## src/rtl/sync_edge_rate_meter_pkg.sv

```systemverilog
// -----------------------------------------------------------------------------
// sync_meter_pkg
// Shared types and helpers for the edge-rate meter.
//   meter_state_t : gate FSM encoding (IDLE, GATE)
//   sat_inc()     : saturating +1 used by the window accumulator
// -----------------------------------------------------------------------------
package sync_meter_pkg;

    typedef enum logic [0:0] {
        IDLE = 1'b0,
        GATE = 1'b1
    } meter_state_t;

    // Argument width of sat_inc; callers cast their narrower counts into it.
    localparam int unsigned SAT_ARG_W = 32;

    // Increment that sticks at max_val instead of wrapping to zero.
    function automatic logic [SAT_ARG_W-1:0] sat_inc(
        input logic [SAT_ARG_W-1:0] val,
        input logic [SAT_ARG_W-1:0] max_val
    );
        logic [SAT_ARG_W-1:0] res;
        if (val >= max_val) begin
            res = max_val;
        end else begin
            res = val + 32'd1;
        end
        return res;
    endfunction

endpackage

```

## src/rtl/sync_edge_rate_meter_if.sv

```systemverilog
// -----------------------------------------------------------------------------
// sync_edge_rate_meter_if
// One-entry valid/ready result channel of the edge-rate meter.
//   count_valid : producer -> consumer, an unconsumed result is held
//   count_ready : consumer -> producer, result accepted when valid is high
//   count_data  : producer -> consumer, edge count of the completed window
//   count_sat   : producer -> consumer, window count saturated
// Modports: master (meter side), slave (consumer side).
// -----------------------------------------------------------------------------
interface sync_edge_rate_meter_if #(
    parameter int CNT_W = 16
);
    logic             count_valid;
    logic             count_ready;
    logic [CNT_W-1:0] count_data;
    logic             count_sat;

    modport master (
        output count_valid,
        output count_data,
        output count_sat,
        input  count_ready
    );

    modport slave (
        input  count_valid,
        input  count_data,
        input  count_sat,
        output count_ready
    );
endinterface

```

## src/rtl/sync_edge_rate_meter_rise_edge_detect.sv

```systemverilog
// -----------------------------------------------------------------------------
// rise_edge_detect
// Registers the previous sample of an already-synchronous signal and flags
// the cycle on which it goes 0 -> 1. A held-high level flags exactly once.
//   i_clk   : clock (rising edge)
//   i_rst_n : synchronous active-low reset, clears the history to 0
//   i_sig   : sampled signal, already in the i_clk domain
//   o_rise  : high for the cycle where i_sig=1 and the previous sample was 0
// -----------------------------------------------------------------------------
module rise_edge_detect (
    input  logic i_clk,
    input  logic i_rst_n,
    input  logic i_sig,
    output logic o_rise
);

    logic r_prev;

    // History register: previous-cycle sample of i_sig.
    always_ff @(posedge i_clk) begin
        if (!i_rst_n) begin
            r_prev <= 1'b0;
        end else begin
            r_prev <= i_sig;
        end
    end

    assign o_rise = i_sig & ~r_prev;

endmodule

```

## src/rtl/sync_edge_rate_meter.sv

```systemverilog
// -----------------------------------------------------------------------------
// sync_edge_rate_meter
// Counts rising edges of sync_sig over back-to-back gate windows of
// GATE_CYCLES clocks and offers each window's count through a one-entry
// valid/ready output register.
//   outclk   : sole clock, rising edge
//   reset_n  : synchronous active-low reset
//   sync_sig : signal to measure, already in the outclk domain
//   enable   : 1 = measure, 0 = idle / abort the current window
//   count_if : master side of the result channel (valid/ready/data/sat)
//   dropped  : sticky, a finished window was lost because the output was full;
//              cleared when measurement is (re)started from idle
// -----------------------------------------------------------------------------
module sync_edge_rate_meter
    import sync_meter_pkg::*;
#(
    parameter  int GATE_CYCLES = 1000,
    parameter  int CNT_W       = 16,
    localparam int GATE_W      = $clog2(GATE_CYCLES)
) (
    input  logic                    outclk,
    input  logic                    reset_n,
    input  logic                    sync_sig,
    input  logic                    enable,
    sync_edge_rate_meter_if.master  count_if,
    output logic                    dropped
);

    localparam logic [CNT_W-1:0]  ACC_MAX    = {CNT_W{1'b1}};
    localparam logic [GATE_W-1:0] TIMER_LAST = GATE_W'(GATE_CYCLES - 1);

    meter_state_t      r_state;
    meter_state_t      w_state_nxt;
    logic [GATE_W-1:0] r_timer;
    logic [CNT_W-1:0]  r_acc;
    logic              r_sat;
    logic              r_valid;
    logic [CNT_W-1:0]  r_data;
    logic              r_data_sat;
    logic              r_dropped;

    logic              w_rise;
    logic              w_count_en;
    logic              w_final;
    logic              w_clr_drop;
    logic [CNT_W-1:0]  w_acc_inc;
    logic              w_acc_at_max;
    logic [CNT_W-1:0]  w_final_data;
    logic              w_final_sat;
    logic              w_accept;
    logic              w_load;

    rise_edge_detect u_rise (
        .i_clk   (outclk),
        .i_rst_n (reset_n),
        .i_sig   (sync_sig),
        .o_rise  (w_rise)
    );

    assign w_acc_inc    = CNT_W'(sat_inc(SAT_ARG_W'(r_acc), SAT_ARG_W'(ACC_MAX)));
    assign w_acc_at_max = (r_acc == ACC_MAX);

    // An edge on the last gate cycle still belongs to the closing window.
    assign w_final_data = w_rise ? w_acc_inc : r_acc;
    assign w_final_sat  = r_sat | (w_rise & w_acc_at_max);

    assign w_accept = r_valid & count_if.count_ready;
    assign w_load   = w_final & (~r_valid | w_accept);

    // FSM state register.
    always_ff @(posedge outclk) begin
        if (!reset_n) begin
            r_state <= IDLE;
        end else begin
            r_state <= w_state_nxt;
        end
    end

    // FSM next-state logic: enable alone decides between idle and gating.
    always_comb begin
        w_state_nxt = r_state;
        case (r_state)
            IDLE: begin
                if (enable) w_state_nxt = GATE;
                else        w_state_nxt = IDLE;
            end
            GATE: begin
                if (enable) w_state_nxt = GATE;
                else        w_state_nxt = IDLE;
            end
            default: w_state_nxt = IDLE;
        endcase
    end

    // FSM output decode: counting, window close and dropped-clear strobes.
    always_comb begin
        w_count_en = 1'b0;
        w_final    = 1'b0;
        w_clr_drop = 1'b0;
        case (r_state)
            IDLE: begin
                if (enable) w_clr_drop = 1'b1;
                else        w_clr_drop = 1'b0;
            end
            GATE: begin
                if (enable) begin
                    w_count_en = 1'b1;
                    w_final    = (r_timer == TIMER_LAST);
                end else begin
                    w_count_en = 1'b0;
                    w_final    = 1'b0;
                end
            end
            default: begin
                w_count_en = 1'b0;
                w_final    = 1'b0;
                w_clr_drop = 1'b0;
            end
        endcase
    end

    // Gate timer and edge accumulator; reload on window close so the next
    // window starts immediately, clear whenever not counting.
    always_ff @(posedge outclk) begin
        if (!reset_n) begin
            r_timer <= '0;
            r_acc   <= '0;
            r_sat   <= 1'b0;
        end else if (w_count_en) begin
            if (w_final) begin
                r_timer <= '0;
                r_acc   <= '0;
                r_sat   <= 1'b0;
            end else begin
                r_timer <= r_timer + GATE_W'(1);
                if (w_rise) begin
                    r_acc <= w_acc_inc;
                    r_sat <= r_sat | w_acc_at_max;
                end else begin
                    r_acc <= r_acc;
                    r_sat <= r_sat;
                end
            end
        end else begin
            r_timer <= '0;
            r_acc   <= '0;
            r_sat   <= 1'b0;
        end
    end

    // One-entry output register plus the sticky dropped flag.
    always_ff @(posedge outclk) begin
        if (!reset_n) begin
            r_valid    <= 1'b0;
            r_data     <= '0;
            r_data_sat <= 1'b0;
            r_dropped  <= 1'b0;
        end else begin
            if (w_load) begin
                r_valid    <= 1'b1;
                r_data     <= w_final_data;
                r_data_sat <= w_final_sat;
            end else if (w_accept) begin
                r_valid    <= 1'b0;
            end else begin
                r_valid    <= r_valid;
            end

            // A close with the register full and not drained is lost.
            if (w_final && !w_load) begin
                r_dropped <= 1'b1;
            end else if (w_clr_drop) begin
                r_dropped <= 1'b0;
            end else begin
                r_dropped <= r_dropped;
            end
        end
    end

    assign count_if.count_valid = r_valid;
    assign count_if.count_data  = r_data;
    assign count_if.count_sat   = r_data_sat;
    assign dropped              = r_dropped;

endmodule

```

## src/flat_wrapper.sv

```systemverilog
// flat-port wrapper written by rule: the top's interface ports become plain ports
module sync_edge_rate_meter_flat import sync_meter_pkg::*;
#(
    parameter  int GATE_CYCLES = 1000,
    parameter  int CNT_W       = 16,
    localparam int GATE_W      = $clog2(GATE_CYCLES)
)
  (outclk, reset_n, sync_sig, enable, dropped, count_if_count_valid, count_if_count_data, count_if_count_sat, count_if_count_ready);
  sync_edge_rate_meter_if #(.CNT_W(CNT_W)) count_if_i ();
  input  logic outclk;
  input  logic reset_n;
  input  logic sync_sig;
  input  logic enable;
  output logic dropped;
  output wire logic [$bits(count_if_i.count_valid)-1:0] count_if_count_valid;
  output wire logic [$bits(count_if_i.count_data)-1:0] count_if_count_data;
  output wire logic [$bits(count_if_i.count_sat)-1:0] count_if_count_sat;
  input wire logic [$bits(count_if_i.count_ready)-1:0] count_if_count_ready;
  assign count_if_count_valid = count_if_i.count_valid;
  assign count_if_count_data = count_if_i.count_data;
  assign count_if_count_sat = count_if_i.count_sat;
  assign count_if_i.count_ready = count_if_count_ready;
  sync_edge_rate_meter #(.GATE_CYCLES(GATE_CYCLES), .CNT_W(CNT_W)) u_core (.outclk(outclk), .reset_n(reset_n), .sync_sig(sync_sig), .enable(enable), .count_if(count_if_i), .dropped(dropped));
endmodule
```

## config.mk

```make
export PLATFORM = sky130hd
export DESIGN_NAME = sync_edge_rate_meter_flat
export DESIGN_NICKNAME = d
export VERILOG_FILES = /design/src/rtl/sync_edge_rate_meter_pkg.sv /design/src/rtl/sync_edge_rate_meter_if.sv /design/src/rtl/sync_edge_rate_meter_rise_edge_detect.sv /design/src/rtl/sync_edge_rate_meter.sv /design/src/flat_wrapper.sv
export SDC_FILE = /design/constraint.sdc
export NUM_CORES = 1
export LEC_CHECK = 0
export ABC_AREA = 1
export BUFFER_PORTS_ARGS = -buffer_cell sky130_fd_sc_hd__buf_2
export CAP_MARGIN = 10
export CORE_MARGIN = 2
export CORE_UTILIZATION = 50
export DETAILED_ROUTE_END_ITERATION = 8
export HOLD_SLACK_MARGIN = 0.02
export PLACE_DENSITY = 0.73
export SYNTH_ARGS = -nofsm -noshare
export SYNTH_HDL_FRONTEND = slang
export SYNTH_HIERARCHICAL = 1
export SYNTH_SLANG_ARGS = --single-unit
```

## constraint.sdc

```tcl
create_clock -name outclk -period 1.6 [get_ports outclk]
set_clock_uncertainty 0.1 [all_clocks]
set_input_delay 0.24 -clock outclk [delete_from_list [all_inputs] [get_ports outclk]]
set_output_delay 0.24 -clock outclk [all_outputs]
set_load 0.02 [all_outputs]
```

==> impl_results.md, run 1 <==
- Outcome: completed
- Fraction of power spent switching nets: a little over a fifth
- Worst slew slack as a fraction of its limit: about four fifths
- Switching power: about 440 uW
- Share of cells above drive strength 1: between 20% and 30%
- Synthesis-to-layout area growth: 20.1%
- Detailed-route via count: a little over 2000
- Number of buffers inserted by hold repair at cts: 0
- Clk Latency, worst-skew pair: approximately 0.3 ns
- Post-synthesis instance total: 315
- Pin count of the biggest net entering global routing: 18
- Via count of the first global-routing pass: between 1500 and 2000
- VDD IR max: a little under 0.6 mV
- GP Congestion: between 0.8 and 0.9
- Avg Vias per Cell: ~5.0
- Min cycle time layout: ~1.6 ns
- Number of failing hold endpoints at the final stage: 0
- Post-Syn Area per Cell: between 7 and 8 um2
- Antenna violations before repair: 0
- Final cell count without fillers: ~400
- Total CTS buffers: 5
- Total track usage: 20.2%
- Commonest cells post-synth: nand2_1 (68), nor2_1 (55), dfxtp_1 (48)
- Clock sink total: 48
- IO Port Bufs: 23
- Critical path data required time: 1.74 ns
- Post-route DRC violation count: 0
- Class of the most critical hold timing path: in -> reg
- Final count of pins violating max slew: 0
- Global route overflow: 0
- Std-Cell Rows: 24
- WS Path Type: reg -> reg
- Primary flip-flop cell chosen by synthesis mapping: dfxtp_1
- H-tree depth: 2
- Cell taking the most area after synthesis: dfxtp_1
- Area of the core region: about 4400 um2
- Syn nets: between 300 and 400
- Cell Int Power: approximately 1.6 mW
- Crit start category: flip-flop
- Number of nets in the finished design: 361
- Starting Density: 52.1%
- Number of register bits inferred by synthesis: 48
- Power share of the clock group: a little under two fifths
- Share of the clock period used by the worst path: a little over nine tenths
- Antenna-violating nets left: 0
- Number of maximum-capacitance violations: 0
- Sequential area share after synthesis: a little over two fifths
- Count of antenna diodes in the layout: 0
- Wire length reported by the detailed router: 4940 um
- TritonCTS clock tree: built
- Async set or reset register ratio after synthesis: 0%
- Actual slew at the worst max-slew pin: between 0.3 and 0.4 ns
- Setup_tns: 0 ns
- Detailed-routing iteration count for the pre-antenna-repair pass: 4
- Die Y: around 72 um
- Clock transition at the registers of the reported paths: about 0.09 ns
- Arrival time worst endpoint: around 1.7 ns
- Power per cell area: approximately 730 nW/um2
- Max FO, Critical Path: 12
- Area of the die: about 5100 um2
- Top cell type's share of synthesized area: 42.1%
- Die Wd: slightly above 70 um
- Critical path capture point type: flip-flop
- Cell count after placement: about 400
- Synth unique cells: 31
- Worst Hold Path Cells: 3
- Half-perimeter wire length after placement: around 3500 um
- First-pass GRT wire length: ~8300 um
- Setup repair after global routing missed its margin: yes
- Routed WL per cell: 12.1 um
- Dominant cell by count in the synthesized netlist: nand2_1
- Count of boundary I/O pins: 24
- Maximum root-to-sink buffer count: 2
- Post-synth EDFFs: 0
- Achievable clock frequency: between 600 and 700 MHz
- Leakage power: between 1 and 1.5 nW
- Violation count after the first detailed-route iteration: about 110
- Top area cells in the synthesized netlist: dfxtp_1 (42%), nand2_1 (11%), nor2_1 (9.0%)
- Number of setup violations in the final report: 0
- Share of power burned in combinational logic: 2.8%
- Syn Std Cell Area: 2280 um2
- Logic depth of the worst register-to-register path: 7
- Sequential group share of total power: approximately 60%
- Number of synthesis warnings: 6
- Clock tree root buffer cell: clkbuf_8
==> area by class of cell <==
cell class	instances	area [um2]
tap	52	65.1
sequential	48	975
fill	390	1640
clock buffer	6	82.6
timing repair buffer	38	254
inverter	46	178
multi-input combinational	215	1180
clock inverter	2	10.0
==> sequential cells by signal (all words and copies together), names as in the netlist <==
| name | count |
|---|---|
| u_core/r_state | 1 |
| u_core/dropped | 1 |
| u_core/r_sat | 1 |
| u_core/r_timer | 10 |
| u_core/r_acc | 16 |
| u_core/count_if.count_sat | 1 |
| u_core/count_if.count_data | 16 |
| u_core/u_rise/r_prev | 1 |
| u_core/count_if.count_valid | 1 |
==> path summary, 6_finish.rpt <==
| path | startpoint | end | slack, ns |
|---|---|---|---|
| max reg2reg | u_core/r_acc[1] | u_core/count_if.count_data[7] | 0.02 |
| min reg2reg | u_core/r_timer[0] | u_core/r_timer[0] | 0.32 |
| min | sync_sig | u_core/u_rise/r_prev | 0.03 |
| max | u_core/r_acc[1] | u_core/count_if.count_data[7] | 0.02 |
==> routing by layer <==
metal | routed length, um | vias to the layer above | part of all wire [%] | GRT usage, %
li1 | - | 1057 | - | -
met1 | 2350 | 936 | 48 | 27.5
met2 | 2290 | 37 | 46 | 32.8
met3 | 232 | 5 | 4.7 | 4.08
met4 | 59 | 0 | 1.2 | 5.03
met5 | 0 | - | 0 | 0
==> layout by cell type, fill, tap and decap left out, types with 2 or more instances in the layout <==
cell,Yosys,routed
o21ai_1,5,8
nand4_4,2,2
nand4_1,3,3
nand2_1,68,68
buf_4,2,9
nand3_1,22,18
dfxtp_2,0,5
nor2_1,55,50
clkinv_2,0,2
o21ai_0,13,10
buf_6,3,5
buf_2,0,23
inv_2,3,5
dfxtp_4,0,2
nor2_4,0,2
inv_1,43,40
a21oi_1,15,15
nor2_2,3,6
nor3_4,2,2
clkbuf_8,1,6
dfxtp_1,48,41
o21bai_1,2,2
or2_2,2,2
nand3_4,1,3
xor2_1,6,6
nand3_2,2,5
xnor2_1,3,2
==> power by group through the flow <==
stage	logic, mW	registers (mW)	clock network (mW)
6_report	0.0561	1.20	0.744
4_1_cts	0.0508	1.20	0.760
5_1_grt	0.0619	1.20	0.807
3_5_place_dp	0.0503	1.23	0
2_1_floorplan	0.0298	1.23	0
3_3_place_gp	0.0499	1.23	0
==> worst max-delay path, cell delays in order (launching register included) <==
cell     delay (ns)
dfxtp_4        0.38
ha_4           0.16
nand4_4        0.16
nor2_8         0.18
nand3_4        0.20
nand3_1        0.21
nor2_1         0.05
nor2_1         0.08
==> logic make-up (layout without fill, tap and decap cells) <==
| family | count (synthesis) | in the layout | synth area share, % |
|---|---|---|---|
| adder cells (fa/ha/maj) | 2 | 2 | 1.10 |
| AND/OR/NAND/NOR | 166 | 167 | 34.4 |
| buffers and inverters | 53 | 92 | 10.5 |
| AO/OA/AOI/OAI | 37 | 37 | 8.55 |
| flip-flops | 48 | 48 | 42.1 |
| XOR/XNOR | 9 | 9 | 3.45 |
==> what timing repair did <==
| item | 4_1_cts | 5_1_grt |
|---|---|---|
| setup buffers | 0 | 1 |
| hold endpoints to repair | 0 | 0 |
| pin swaps | 0 | 8 |
| endpoints found under the setup margin | 34 | 45 |
| cloned | 1 | 0 |
| resized for setup | 2 | 41 |
==> metrics by stage <==
stage                     hold WS [ns]  setup WS [ns]  total power, mW  util (%)  cell area (um2)
after floorplan                  0.233         0.0584             1.26         -             2280
after global placement           0.330        -0.0650             1.28      57.1             2500
after detailed placement         0.339        -0.0834             1.28      57.1             2500
after CTS                       0.0249        -0.0309             2.01      59.5             2610
after global routing            0.0550        -0.0617             2.07      62.6             2740
final                           0.0316         0.0186             2.00      62.6             2740
Note: power is estimated with default switching activity, not from simulation.
==> inputs of run 2 (changes only) <==
--- a/config.mk
+++ b/config.mk
@@ -10,10 +10,10 @@
 export CAP_MARGIN = 10
 export CORE_MARGIN = 2
 export CORE_UTILIZATION = 50
+export CTS_BUF_LIST = sky130_fd_sc_hd__clkbuf_2 sky130_fd_sc_hd__clkbuf_4 sky130_fd_sc_hd__clkbuf_8
 export DETAILED_ROUTE_END_ITERATION = 8
 export HOLD_SLACK_MARGIN = 0.02
 export PLACE_DENSITY = 0.73
 export SYNTH_ARGS = -nofsm -noshare
 export SYNTH_HDL_FRONTEND = slang
-export SYNTH_HIERARCHICAL = 1
 export SYNTH_SLANG_ARGS = --single-unit
==> run 2 against run 1 <==
- synthesized cell count decreased by 2.5%
- register-to-register slack got worse by 0.03 ns
- largest power group unchanged
- first-iteration DRC count increased by 72%
- sequential cell count unchanged
- cell area increased by 4.9%
- non-clock buffer count increased by 3
- critical endpoint is now u_core.r_acc[5]
- global-route usage decreased by 0.37 points
- critical path depth decreased by 1
- the run now ends with setup timing left
- sequential share of layout area decreased by 1.8 points
- via count increased by 1.6%
==> impl_results.md, run 2 <==
- Leakage power: 1.32 nW
- GP Congestion: 0.863
- Most used cells in the layout excluding fill and tap cells: nand2_1 (57), inv_1 (41), dfxtp_1 (40)
- Post-layout instance area: 2880 um2
- Setup repair after global routing missed its margin: yes
- Share of power burned in combinational logic: under 10%
- Min cycle time layout: around 1.6 ns
- Post-Syn Area per Cell: around 7.3 um2
- Count of antenna diodes in the layout: 0
- Routed WL per cell: 13.2 um
- Critical path data required time: 1.72 ns
- Antenna violations before repair: 0
- Synth unique cells: 31
- Finished Core Util: about 67%
- Clock sink total: 48
- Post-synthesis instance total: a little over 300
- Library cell contributing the largest single delay on the critical path: dfxtp_2
- Number of failing hold endpoints at the final stage: 0
- Die Y: between 70 and 80 um
- Number of register bits inferred by synthesis: 48
- Syn Std Cell Area: ~2200 um2
- Clock tree root buffer cell: clkbuf_8
- Cell taking the most area after synthesis: dfxtp_1
- Final count of pins violating max slew: 0
- Synthesis-to-layout area growth: 28.7%
- Total track usage: roughly a fifth
- Logic depth of the worst register-to-register path: 6
- TritonCTS clock tree: built
- Detailed-routing iteration count for the pre-antenna-repair pass: 4
- Violation count after the first detailed-route iteration: 182
- Switching power: ~430 uW
- Max FO, Critical Path: 6
- Number of setup violations in the final report: 1
- Actual slew at the worst max-slew pin: 0.425 ns
- Cell Int Power: roughly 1.8 mW
- Sequential group share of total power: 53.1%
- Fraction of power spent switching nets: a little under a fifth
- Wire length reported by the detailed router: approximately 5300 um
- Sequential area share after synthesis: 43.0%
- Post-route worst setup slack: -0.0106 ns
- Maximum root-to-sink buffer count: 2
- Area of the die: 5020 um2
- Critical path capture point type: flip-flop
- Startpoint of the worst-slack reg-to-reg timing path: u_core.r_acc[1]
- RR Endpoint: u_core.r_acc[5]
- Power per cell area: roughly 800 nW/um2
- Number of maximum-capacitance violations: 0
- Power share of the clock group: 44.7%
- Std-Cell Rows: 24
- Arrival time worst endpoint: 1.73 ns
- Die Wd: 70.9 um
- Chain of cells forming the critical path: ha_4, nand3_4, nor2_4, nand4_4, clkbuf_16, a31oi_1
- Top area cells in the synthesized netlist: dfxtp_1 (43%), nand2_1 (11%), nor2_1 (8.1%)
- First-pass GRT wire length: between 7000 and 8000 um
- Outcome: complete, but fails checks
- Total of fill cells in the finished design: 365
- Area of the core region: 4320 um2
- Setup slack, reg-to-reg: -0.01 ns
- Area post-placement: between 2000 and 2500 um2
- Dominant cell by count in the synthesized netlist: nand2_1
- H-tree depth: 2
- Crit start category: flip-flop
- Most common cell after layout, fill and taps aside: nand2_1
- Number of buffers inserted by hold repair at cts: 0
- Detailed-route via count: 2068
- Sum of internal, switching and leakage power: approximately 2.3 mW
- Post-route DRC violation count: 0
- Count of boundary I/O pins: 24
- WS Path Type: reg -> reg
- Destination of the critical timing path: u_core.r_acc[5]
- Post-synth EDFFs: 0
- Achievable clock frequency: between 600 and 700 MHz
- Pin count of the biggest net entering global routing: 21
- Worst slew slack as a fraction of its limit: a little under three quarters
- Syn nets: 314
- Total CTS buffers: 5
- Crit path largest cell delay: about 0.36 ns
- Class of the most critical hold timing path: in -> reg
- Number of synthesis warnings: 0
- Number of nets in the finished design: approximately 360
- Global route overflow: 0
- Primary flip-flop cell chosen by synthesis mapping: dfxtp_1
- Top cell type's share of synthesized area: 43.0%
- Share of the clock period used by the worst path: 101%
- Clock transition at the registers of the reported paths: approximately 0.09 ns
- Antenna-violating nets left: 0
- Violated checks: setup timing
- Avg Vias per Cell: between 5 and 6
- Half-perimeter wire length after placement: 3420 um
- Via count of the first global-routing pass: roughly 1900
- Share of cells above drive strength 1: between 20 and 30%
- Critical path startpoint: u_core.r_acc[1]
- Clk Latency, worst-skew pair: 0.30 ns
- IO Port Bufs: 23
- Async set or reset register ratio after synthesis: 0%
- Commonest cells post-synth: nand2_1 (63), dfxtp_1 (48), nor2_1 (48)
- VDD IR max: between 0.7 and 0.8 mV
- Starting Density: between 50% and 60%
[run 2: cell count changes after synthesis, moves of 2 or more]
cell	previous run	this run
a21oi_1	15	20
buf_2	0	2
buf_6	3	1
inv_2	3	0
nand2_1	68	63
nand2_2	1	3
nand3_1	22	19
nand4_1	3	5
nor2_1	55	48
o21ai_1	5	7
[run 2: power groups by stage]
stage	registers (mW)	clock network, mW	logic, mW
floorplan	1.23	0	0.0251
global placement	1.23	0	0.0414
detailed placement	1.23	0	0.0421
CTS	1.20	1.02	0.0426
global route	1.20	1.06	0.0546
finish	1.20	1.01	0.0499
[run 2: kinds of logic (layout without fill, tap and decap cells)]
family	Yosys count	after routing	share of synthesized area (%)
compound gates	43	43	10.1
xor+xnor	8	8	3.13
fa+ha+maj	2	2	1.12
buf+inv	50	92	9.85
flops	48	48	43.0
simple gates	156	157	32.8
[run 2: worst min-delay path by stage]
| stage | startpoint | to | depth (start not counted) |
|---|---|---|---|
| finish | sync_sig | u_core.u_rise.r_prev | 3 |
| global route | sync_sig | u_core.u_rise.r_prev | 3 |
| CTS | sync_sig | u_core.u_rise.r_prev | 3 |
| detailed placement | u_core.r_timer[0] | u_core.r_timer[0] | 1 |
| global placement | u_core.r_timer[0] | u_core.r_timer[0] | 1 |
| floorplan | sync_sig | u_core.u_rise.r_prev | 2 |
[run 2: metrics by stage]
stage               hold slack, ns  worst slack (ns)  std cells  setup TNS (ns)
finish                      0.0400           -0.0106        402         -0.0106
global route                0.0486           -0.0779        402          -0.973
CTS                         0.0407            0.0224        394               0
detailed placement           0.344            0.0490        387               0
global placement             0.331            0.0849        387               0
floorplan                    0.233             0.113        307               0
[run 2: cell type report]
class / instances / area, um2 / area share (%)
Multi-Input combinational cell: 210 / 1210 / 42.0
Sequential cell: 48 / 971 / 33.7
Timing Repair Buffer: 41 / 330 / 11.5
Inverter: 43 / 169 / 5.87
Clock buffer: 5 / 68.8 / 2.39
Tap cell: 52 / 65.1 / 2.26
Clock inverter: 2 / 60.1 / 2.09
Timing Repair inverter: 1 / 6.26 / 0.217
[run 2: worst max-delay path, delay by kind of cell (launching register included)]
kind | cells | cell delay [ns]
flip-flops | 1 | 0.36
AND/OR/NAND/NOR | 3 | 0.51
AO/OA/AOI/OAI | 1 | 0.17
buffers and inverters | 1 | 0.23
adder cells (fa/ha/maj) | 1 | 0.15
[run 2: routing by layer]
| metal | global-route usage (%) | vias to the layer above | part of all wire [%] |
|---|---|---|---|
| met2 | 34.9 | 46 | 52 |
| li1 | - | 1061 | - |
| met4 | 4.61 | 0 | 0.70 |
| met1 | 23.9 | 957 | 44 |
| met3 | 5.56 | 4 | 3.6 |
| met5 | 0 | - | 0 |
[run 2: repair_timing]
item,CTS,global route
endpoints found under the hold margin,0,0
endpoints found under the setup margin,0,38
resized for setup,0,52
setup buffers,0,3
==> inputs of run 3 (changes only) <==
--- a/config.mk
+++ b/config.mk
@@ -13,7 +13,7 @@
 export CTS_BUF_LIST = sky130_fd_sc_hd__clkbuf_2 sky130_fd_sc_hd__clkbuf_4 sky130_fd_sc_hd__clkbuf_8
 export DETAILED_ROUTE_END_ITERATION = 8
 export HOLD_SLACK_MARGIN = 0.02
-export PLACE_DENSITY = 0.73
+export PLACE_DENSITY = 0.71
 export SYNTH_ARGS = -nofsm -noshare
 export SYNTH_HDL_FRONTEND = slang
 export SYNTH_SLANG_ARGS = --single-unit
==> constraint.sdc (replaced) <==
create_clock -name outclk -period 1.7 [get_ports outclk]
set_clock_uncertainty 0.1 [all_clocks]
set_input_delay 0.255 -clock outclk [delete_from_list [all_inputs] [get_ports outclk]]
set_output_delay 0.255 -clock outclk [all_outputs]
set_load 0.02 [all_outputs]
==> run 3 against run 2 <==
- the run now ends clean
- worst setup slack better by 0.081 ns
- final cell count down 1.7%
- die area unchanged
- clock power down 18%
- critical path depth up 2
- total power down 11%
- worst hold slack better by 0.016 ns
- register-to-register slack better by 0.08 ns
- first-iteration DRC count down 65%
- clock-buffer cell count up 1
- critical endpoint is now u_core.r_timer[6]
- largest cell class unchanged
==> impl_results.md, run 3 (synthesized netlist as in run 2, its figures left out) <==
- Outcome: completed
- Clock tree root buffer cell: clkbuf_8
- First-pass GRT wire length: 7640 um
- VDD IR max: 0.465 mV
- Logic depth of the worst register-to-register path: 8
- Number of failing hold endpoints at the final stage: 0
- Clk Latency, worst-skew pair: around 0.30 ns
- Total track usage: a little under a fifth
- Number of buffers inserted by hold repair at cts: 0
- Total of fill cells in the finished design: just over 400
- Finished Core Util: between 60% and 70%
- Total CTS buffers: 5
- Fraction of power spent switching nets: 20.3%
- Area of the die: approximately 5000 um2
- Pin count of the biggest net entering global routing: 19
- Actual slew at the worst max-slew pin: about 0.3 ns
- Maximum root-to-sink buffer count: 2
- Synthesis-to-layout area growth: 17.0%
- Post-layout instance area: roughly 2600 um2
- Critical path data required time: between 1.5 and 2 ns
- Clock sink total: between 40 and 50
- Die Y: 70.9 um
- Share of power burned in combinational logic: approximately 2.2%
- IO Port Bufs: 23
- Count of boundary I/O pins: 24
- WS Path Type: reg -> reg
- Chain of cells forming the critical path: ha_1, nand2_1, nor2_4, nand3_2, nand2_4, clkinvlp_4, o21ai_0, a21oi_1
- Starting Density: around half
- Number of maximum-capacitance violations: 0
- Most common cell after layout, fill and taps aside: nand2_1
- Max FO, Critical Path: 8
- Area of the core region: around 4300 um2
- GP Congestion: around 0.9
- Clock transition at the registers of the reported paths: 0.09 ns
- Cell Int Power: between 1.5 and 2 mW
- Leakage power: between 1 and 1.5 nW
- Avg Vias per Cell: slightly above 5
- Count of antenna diodes in the layout: 0
- Class of the most critical hold timing path: in -> reg
- Via count of the first global-routing pass: 1808
- Number of nets in the finished design: 349
- Critical path capture point type: flip-flop
- Antenna violations before repair: 0
- Share of cells above drive strength 1: about a fifth
- Global route overflow: 0
- Sequential group share of total power: 56.5%
- Achievable clock frequency: 614 MHz
- Worst slew slack as a fraction of its limit: roughly 80%
- Antenna-violating nets left: 0
- Crit start category: flip-flop
- Library cell contributing the largest single delay on the critical path: dfxtp_1
- Worst Hold Path Cells: 3
- Final count of pins violating max slew: 0
- Area post-placement: around 2400 um2
- Wire length reported by the detailed router: about 4700 um
- Power per cell area: approximately 760 nW/um2
- Min cycle time layout: approximately 1.6 ns
- H-tree depth: 2
- Routed WL per cell: roughly 12 um
- Number of setup violations in the final report: 0
- Switching power: 405 uW
- Post-route DRC violation count: 0
- Std-Cell Rows: 24
- Die Wd: between 70 and 80 um
- Most used cells in the layout excluding fill and tap cells: nand2_1 (62), nor2_1 (48), dfxtp_1 (45)
- Setup repair after global routing missed its margin: yes
- Arrival time worst endpoint: roughly 1.7 ns
- Detailed-routing iteration count for the pre-antenna-repair pass: 4
- Share of the clock period used by the worst path: 95.8%
- Detailed-route via count: 1990
- Power share of the clock group: 41.4%
- Half-perimeter wire length after placement: approximately 3400 um
- Crit path largest cell delay: 0.36 ns
- Violation count after the first detailed-route iteration: between 60 and 70
- TritonCTS clock tree: built
-- run 3: power groups by stage --
stage	clock (mW)	combinational, mW	sequential [mW]
final	0.828	0.0430	1.13
after global routing	0.872	0.0471	1.13
after global placement	0	0.0396	1.15
after floorplan	0	0.0236	1.15
after detailed placement	0	0.0400	1.15
after CTS	0.830	0.0402	1.13
-- run 3: routing by layer --
layer  wire length (um)  up-vias  GRT usage [%]
li1                   -     1043              -
met1               2130      899           22.5
met2               2370       41           33.0
met3                154        7           3.99
met4                 62        0           7.13
met5                  0        -              0
-- run 3: stage by stage --
step | power (mW) | hold slack [ns] | instances | setup WS, ns | TNS (ns)
after floorplan | 1.18 | 0.248 | 307 | 0.213 | 0
after global placement | 1.19 | 0.330 | 384 | 0.0637 | 0
after detailed placement | 1.19 | 0.348 | 384 | 0.0159 | 0
after CTS | 2.00 | 0.0618 | 392 | 0.00880 | 0
after global routing | 2.05 | 0.0760 | 395 | -0.0682 | -0.397
final | 2.00 | 0.0561 | 395 | 0.0707 | 0
-- run 3: path summary, 6_finish.rpt --
check	startpoint	endpoint	slack [ns]
min	sync_sig	u_core.u_rise.r_prev	0.06
max	u_core.r_timer[1]	u_core.r_timer[6]	0.07
min reg2reg	u_core.r_timer[0]	u_core.r_timer[0]	0.33
max reg2reg	u_core.r_timer[1]	u_core.r_timer[6]	0.07
-- run 3: timing repair --
item / CTS / global route
resized for setup: 0 / 14
setup endpoints to repair: 0 / 41
setup buffers: 0 / 3
-- run 3: area by class of cell --
type                    instances  area, um2  area share, %
well taps                      52       65.1           2.49
flip-flops and latches         48        965           36.9
inverters                      43        168           6.41
clock inverters                 2       35.0           1.34
repair buffers                 35        218           8.33
clock buffers                   6       76.3           2.92
multi-input cells             209       1090           41.6
-- run 3: worst max-delay path: cells and delay by family (launching register included) --
family	cells	cell delay [ns]
AO/OA/AOI/OAI	2	0.17
adder cells (fa/ha/maj)	1	0.18
buffers and inverters	1	0.18
flip-flops	1	0.36
AND/OR/NAND/NOR	4	0.55
